## src/rtl/data_mem_arbiter.sv

```systemverilog
// data_mem_arbiter: shares one single-port data RAM between the CPU MEM stage and the audio reader,
// one access per cycle, CPU-first with a bounded audio wait, read data returned to the issuing port.
module data_mem_arbiter #(
    parameter int AW           = 18,
    parameter int DW           = 16,
    parameter int AUD_MAX_WAIT = 4
) (
    input  logic          clk,
    input  logic          rst,
    input  logic          cpu_req,
    input  logic          cpu_we,
    input  logic [AW-1:0] cpu_addr,
    input  logic [DW-1:0] cpu_wdata,
    output logic          cpu_gnt,
    output logic          cpu_rvalid,
    output logic [DW-1:0] cpu_rdata,
    input  logic          aud_req,
    input  logic [AW-1:0] aud_addr,
    output logic          aud_gnt,
    output logic          aud_rvalid,
    output logic [DW-1:0] aud_rdata,
    output logic [AW-1:0] ram_addr,
    output logic [DW-1:0] ram_wdata,
    output logic          ram_wren,
    input  logic [DW-1:0] ram_q
);
    localparam int WW = $clog2(AUD_MAX_WAIT + 1);
    localparam logic [WW-1:0] MAX_WAIT = WW'(AUD_MAX_WAIT);

    typedef enum logic [1:0] {IDLE, ISS_CPU, ISS_AUD} state_t;

    state_t        state_q, state_d;
    logic [WW-1:0] wait_q, wait_d;
    logic [AW-1:0] addr_q, addr_d;
    logic [DW-1:0] wdata_q, wdata_d;
    logic          wren_q, wren_d;
    logic          tag1_v_q, tag1_v_d, tag1_aud_q, tag1_aud_d;
    logic          tag2_v_q, tag2_v_d, tag2_aud_q, tag2_aud_d;
    logic          cpu_rvalid_q, cpu_rvalid_d, aud_rvalid_q, aud_rvalid_d;
    logic [DW-1:0] cpu_rdata_q, cpu_rdata_d, aud_rdata_q, aud_rdata_d;
    logic          cpu_elig, aud_elig, cpu_win, aud_win;

    always_comb begin
        // a request still high during its own grant cycle is the one just consumed
        cpu_elig     = cpu_req && (state_q != ISS_CPU);
        aud_elig     = aud_req && (state_q != ISS_AUD);
        aud_win      = aud_elig && ((wait_q == MAX_WAIT) || !cpu_elig);
        cpu_win      = cpu_elig && !aud_win;
        state_d      = cpu_win ? ISS_CPU : aud_win ? ISS_AUD : IDLE;
        wait_d       = (!aud_req || aud_win) ? '0 :
                       (aud_elig && (wait_q != MAX_WAIT)) ? wait_q + 1'b1 : wait_q;
        addr_d       = cpu_win ? cpu_addr : aud_win ? aud_addr : addr_q;
        wdata_d      = cpu_win ? cpu_wdata : wdata_q;
        wren_d       = cpu_win && cpu_we;
        tag1_v_d     = (cpu_win && !cpu_we) || aud_win;
        tag1_aud_d   = aud_win;
        tag2_v_d     = tag1_v_q;
        tag2_aud_d   = tag1_aud_q;
        cpu_rvalid_d = tag2_v_q && !tag2_aud_q;
        aud_rvalid_d = tag2_v_q && tag2_aud_q;
        cpu_rdata_d  = cpu_rvalid_d ? ram_q : cpu_rdata_q;
        aud_rdata_d  = aud_rvalid_d ? ram_q : aud_rdata_q;
    end

    always_ff @(posedge clk) begin
        if (rst) begin
            state_q      <= IDLE;
            wait_q       <= '0;
            addr_q       <= '0;
            wdata_q      <= '0;
            wren_q       <= 1'b0;
            tag1_v_q     <= 1'b0;
            tag1_aud_q   <= 1'b0;
            tag2_v_q     <= 1'b0;
            tag2_aud_q   <= 1'b0;
            cpu_rvalid_q <= 1'b0;
            aud_rvalid_q <= 1'b0;
            cpu_rdata_q  <= '0;
            aud_rdata_q  <= '0;
        end else begin
            state_q      <= state_d;
            wait_q       <= wait_d;
            addr_q       <= addr_d;
            wdata_q      <= wdata_d;
            wren_q       <= wren_d;
            tag1_v_q     <= tag1_v_d;
            tag1_aud_q   <= tag1_aud_d;
            tag2_v_q     <= tag2_v_d;
            tag2_aud_q   <= tag2_aud_d;
            cpu_rvalid_q <= cpu_rvalid_d;
            aud_rvalid_q <= aud_rvalid_d;
            cpu_rdata_q  <= cpu_rdata_d;
            aud_rdata_q  <= aud_rdata_d;
        end
    end

    assign cpu_gnt    = (state_q == ISS_CPU);
    assign aud_gnt    = (state_q == ISS_AUD);
    assign cpu_rvalid = cpu_rvalid_q;
    assign aud_rvalid = aud_rvalid_q;
    assign cpu_rdata  = cpu_rdata_q;
    assign aud_rdata  = aud_rdata_q;
    assign ram_addr   = addr_q;
    assign ram_wdata  = wdata_q;
    assign ram_wren   = wren_q;
endmodule
```

## config.mk

```make
export PLATFORM = sky130hd
export DESIGN_NAME = data_mem_arbiter
export DESIGN_NICKNAME = d
export VERILOG_FILES = /design/src/rtl/data_mem_arbiter.sv
export SDC_FILE = /design/constraint.sdc
export NUM_CORES = 1
export LEC_CHECK = 0
export BUFFER_PORTS_ARGS = -buffer_cell sky130_fd_sc_hd__buf_2
export CORE_AREA = 2 2 82 84
export CTS_BUF_LIST = sky130_fd_sc_hd__clkbuf_16
export DETAILED_ROUTE_END_ITERATION = 12
export DIE_AREA = 0 0 84 86
export GPL_TIMING_DRIVEN = 0
export HOLD_SLACK_MARGIN = 0.05
export PLACE_DENSITY_LB_ADDON = 0.2
export SLEW_MARGIN = 25
export SYNTH_ARGS = -nofsm -noshare
export SYNTH_HDL_FRONTEND = slang
export SYNTH_SLANG_ARGS = --single-unit
```

## constraint.sdc

```tcl
create_clock -name clk -period 3 [get_ports clk]
set_input_delay 0 -clock clk [delete_from_list [all_inputs] [get_ports clk]]
set_output_delay 0 -clock clk [all_outputs]
set_load 0.01 [all_outputs]
```

# --- Word-level counts from Yosys, hierarchy flattened ---
# Cells that the tools add are included.
word_totals:
  wordCells: 45
  memories: 0
  in_bits: 73
  mem_bits_ro: 0
  reg_bits: 78
  ramBits: 0
  latchBits: 0
op_classes:
  n_reduce_logical: 20
  addsub: 1
  n_mux: 4
  n_lt_le_gt_ge: 0
  div: 0
  shift: 0
  bitwise_logic: 0
  n_mul: 0
  eq_ne: 6
op_table:
  columns: ["cell", "n"]
  rows:
  - ["$mux W18", 2]
  - ["$logic_and A1 B1 Y1", 9]
  - ["$logic_not A1 Y1", 5]
  - ["$reduce_or A2 Y1", 2]
  - ["$add A3 B1 Y3 const B", 1]
  - ["$eq A3 B3 Y1 const B", 1]
  - ["$logic_or A1 B1 Y1", 3]
  - ["$ne A3 B3 Y1 const B", 1]
  - ["$eq A2 B1 Y1 const B", 1]
  - ["$eq A2 B2 Y1 const B", 1]
  - ["$mux W2", 1]
  - ["$ne A2 B1 Y1 const B", 1]
  - ["$ne A2 B2 Y1 const B", 1]
  - ["$reduce_bool A2 Y1", 1]
  - ["$mux W1", 1]

# --- Logic depth before layout (Yosys ltp) ---
depth:
  depth_word: 9
  depth_mapped: 8
  ltp_nobuf: 6

# --- Worst setup path after synthesis ---
# No wires, ideal clock.
synth_path:
  kind: "flip-flop to flip-flop"
  from: "reg wait_q[0]"
  to: "reg addr_q[3] (netlist: ram_addr[3])"
  period_less_slack_ps: 1584
  required_time_ps: 2912
  setup_time_ps: 88
  arrival_ps: 1496
  path_stages_with_launch: 9
  path_slack_ps: 1416
  cell_sequence: "dfxtp_1 inv_1 ha_1 nand2_1 o311a_1 buf_2 buf_2 nand2_1 a311oi_2"
synth_via:
  elab_chain_len: 6
synth_lines:
  columns: ["element", "line_no", "text"]
  rows:
  - ["start, declared", "33", "logic [WW-1:0] wait_q, wait_d;"]
  - ["start signal, assigned", "82", "wait_q <= wait_d;"]
  - ["$eq A3 B3 Y1 *", "47", "aud_win = aud_elig && ((wait_q == MAX_WAIT) || !cpu_elig);"]
  - ["$logic_or A1 B1 Y1 *", "47", null]
  - ["$logic_and A1 B1 Y1 *", "47", null]
  - ["$logic_not A1 Y1", "48", "cpu_win = cpu_elig && !aud_win;"]
  - ["$logic_and A1 B1 Y1", "48", null]
  - ["$mux W18 or $reduce_bool A2 Y1 (tied branches)", null, null]
  - ["end signal, assigned", "83", "addr_q <= addr_d;"]
  - ["end, declared", "34", "logic [AW-1:0] addr_q, addr_d;"]
# Every way passes the cells marked *; elsewhere a longest branch is shown, timed or not.
# A chain may end at the register's enable or synchronous reset.

# --- Final worst setup path ---
layout_path:
  from: "reg wait_q[0]"
  to: "reg addr_q[7] (netlist: ram_addr[7])"
# The elaborated chain is that of the path after synthesis.

==> results.sh <==
export IMPL_criticalPathCategory="flop to flop"
export IMPL_ir_drop_uv=464
export IMPL_syn_area_per_cell_um2=8.41
export IMPL_clock_path_buffers=2
export IMPL_yosys_warnings=0
export IMPL_synth_edff_count=0
export IMPL_timing_rr_end="ram_addr[7]"
export IMPL_syn_cell_area_mm2=0.00305
export IMPL_syn_inst=362
export IMPL_finalSetupTns_ns=0
export IMPL_timing_slew_headroom=0.577
export IMPL_synth_seq_cells=78
export IMPL_clk_pin_slew_ns=0.06
export IMPL_grt_antenna_before_repair=0
export IMPL_tightestPinTransition_ns=0.635
export IMPL_slew_violations=0
export IMPL_holdPathStages=4
export IMPL_hold_class="input port to flop"
export IMPL_antenna_cells=0
export IMPL_grt_pass1_wl_mm=14.9
export IMPL_setup_viol=0
export IMPL_vias=3375
export IMPL_nets=661
export IMPL_grt_total_usage=0.259
export IMPL_first_pass_iters=4
export IMPL_timing_final_crit_share=0.827
export IMPL_status="complete, no violations"
export IMPL_dp_hpwl_mm=5.54
export IMPL_synthSimpleGateAreaFrac=0.210
export IMPL_fin_crit_ns=2.48
export IMPL_critical_path_arrival_ns=2.75
export IMPL_ios=144
export IMPL_critPathLaunchType="flop"
export IMPL_htree_num_levels=3
export IMPL_synth_top_family_by_area="simple AND/OR/NAND/NOR gates"
export IMPL_die_area_mm2=0.00722
export IMPL_synth_adder_area_share=0.00822
export IMPL_gp_congestion=0.790
export IMPL_routed_wl_mm=9.45
export IMPL_wl_per_cell_um=14.1
export IMPL_synth_xor_area_frac=0.00575
export IMPL_p_per_area_mw_per_mm2=535
export IMPL_core_mm2=0.00628
export IMPL_grt_ovfl_total=0
export IMPL_ys_async_sr_fraction=0
export IMPL_postRouteAntennaNets=0
export IMPL_final_hold_viol_count=0
export IMPL_drive_gt1_frac=0.320
export IMPL_drt_vias_per_instance=5.05
export IMPL_worst_r2r_cell_count=9
export IMPL_cap_violations=0
export IMPL_grt_start_max_net_pins=15
export IMPL_rows=29
export IMPL_syn_nets=437
export IMPL_initial_core_util=0.485
export IMPL_skew_ns=0.00686
export IMPL_first_global_vias=3282
export IMPL_leakage_uw=0.00223
export IMPL_drt_iter0_drc=169
export IMPL_yosysMostFrequentCell="nand2_1"
export IMPL_chipHeight_um=86
export IMPL_synthTopCellsByArea="dfxtp_1 (51%), nand2_1 (17%), a21oi_1 (11%), a311oi_2 (6.4%), clkbuf_1 (1.8%)"
export IMPL_cts_resized=0
export IMPL_synth_top_area_frac=0.513
export IMPL_final_core_util=0.774
export IMPL_yosysTopAreaCell="dfxtp_1"
export IMPL_yosysSeqAreaShare=0.513
export IMPL_endpoint_kind="flop"
export IMPL_worst_path_max_fanout=10
export IMPL_root_buffer="clkbuf_16"
export IMPL_synth_compound_area_share=0.206
export IMPL_yosys_most_used_dff="dfxtp_1"
export IMPL_cts_sinks=78
export IMPL_timing_critical_path_from="wait_q[0]"
export IMPL_endpoint="ram_addr[7]"
export IMPL_muxShareOfSynthArea=0.00329
export IMPL_cts_tree="built"
export IMPL_areaGrowthSynthToFinish_pct=59.5
export IMPL_fillers=465
export IMPL_ys_top_cells_by_count="nand2_1 (134), dfxtp_1 (78), a21oi_1 (68)"
export IMPL_portBuffers=143
export IMPL_reg2reg_from="wait_q[0]"
export IMPL_drcViolationCount=0
export IMPL_rrSetupSlack_ns=0.52
export IMPL_max_freq_mhz=403
export IMPL_synth_cell_types=29
export IMPL_critPathRequiredTime_ns=3.27
export IMPL_die_w_um=84
export IMPL_rsz0062_at_grt="no"
export IMPL_cts_buffers=9
export IMPL_insertion_delay_ns=0.33
worst max-delay path, cell delays in order, from the launching register on:
cell and delay (ns):
dfxtp_1 0.33, inv_1 0.07, ha_1 0.20, nand2_1 0.19
o311a_1 0.17, buf_2 0.21, buf_2 0.25, nand2_1 0.12
a311oi_2 0.29, dlygate4sd3_1 0.60
registers in the layout, summed over array words and instances (netlist names):
signal	count
aud_rdata	16
tag2_aud_q	1
state_q	2
wait_q	3
ram_addr	18
ram_wdata	16
ram_wren	1
aud_rvalid	1
cpu_rdata	16
tag1_v_q	1
tag1_aud_q	1
cpu_rvalid	1
tag2_v_q	1
cell type report:
class                   instances  area [µm²]  area share
well taps                      77        96.3      0.0198
clock buffers                   9         225      0.0464
clock inverters                 7        73.8      0.0152
inverters                       5        21.3     0.00438
plain buffers                  28         144      0.0296
flip-flops and latches         78        1560       0.321
repair buffers                213        1420       0.292
multi-input cells             251        1320       0.272
per-layer routing:
metal | GRT usage | share of wire
met1 | 0.280 | 0.37
met2 | 0.473 | 0.53
met3 | 0.0654 | 0.070
met4 | 0.126 | 0.031
met5 | 0 | 0
worst min path at each step:
stage | from | to | slack [ns]
after floorplan | cpu_we | ram_wren | 0.12
after global placement | cpu_we | ram_wren | 0.22
after detailed placement | cpu_we | ram_wren | 0.22
after CTS | aud_req | wait_q[2] | 0.06
after global routing | aud_req | wait_q[2] | 0.1
final | aud_req | wait_q[2] | 0.06
power by group:
| group | leakage, µW | internal [µW] | switching, µW |
|---|---|---|---|
| clock | 0.000146 | 646 | 429 |
| combinational | 0.00145 | 208 | 199 |
| sequential | 0.000638 | 1090 | 27.0 |
what timing repair did:
item | CTS | global route
hold endpoints to repair | 71 | 0
hold buffers | 70 | 0
buffers inserted | 0 | 0
per-stage QoR:
stage | hold WS, ns | setup WS (ns) | instances | area, µm² | total power, µW
final | 0.0623 | 0.520 | 668 | 4860 | 2600
after global routing | 0.0987 | 0.400 | 668 | 4860 | 2700
after CTS | 0.0570 | 0.622 | 668 | 4860 | 2590
after detailed placement | 0.224 | 1.15 | 582 | 3860 | 1440
after global placement | 0.221 | 1.22 | 582 | 3860 | 1440
after floorplan | 0.122 | 1.42 | 362 | 3050 | 1310
cell usage in the layout, fill, tap and decap left out:
| cell type | n |
|---|---|
| o311ai_4 | 1 |
| buf_4 | 2 |
| buf_1 | 1 |
| nand2b_1 | 3 |
| and2_4 | 1 |
| buf_6 | 3 |
| nand2_1 | 134 |
| or4_1 | 1 |
| clkbuf_1 | 15 |
| xnor2_1 | 1 |
| nor2_1 | 8 |
| o21ai_0 | 1 |
| and2_1 | 2 |
| a21o_1 | 1 |
| mux2i_1 | 1 |
| clkinvlp_4 | 1 |
| nand4_1 | 1 |
| inv_4 | 1 |
| nand3_1 | 1 |
| clkbuf_16 | 9 |
| xor2_1 | 1 |
| nor2b_1 | 3 |
| dlygate4sd3_1 | 70 |
| a21oi_1 | 68 |
| a311oi_2 | 13 |
| nand2b_4 | 2 |
| ha_1 | 2 |
| buf_2 | 150 |
| dfxtp_1 | 78 |
| inv_6 | 1 |
| bufinv_16 | 1 |
| clkinv_4 | 2 |
| o311a_1 | 1 |
| a311oi_1 | 5 |
| inv_1 | 4 |
| clkinv_2 | 2 |
cells by family after synthesis:
kind of cell,Yosys count
XOR/XNOR,2
AND/OR/NAND/NOR,156
AO/OA/AOI/OAI,90
buffers and inverters,33
multiplexers,1
adder cells (fa/ha/maj),2
flip-flops,78
(Power assumes the default switching activity.)
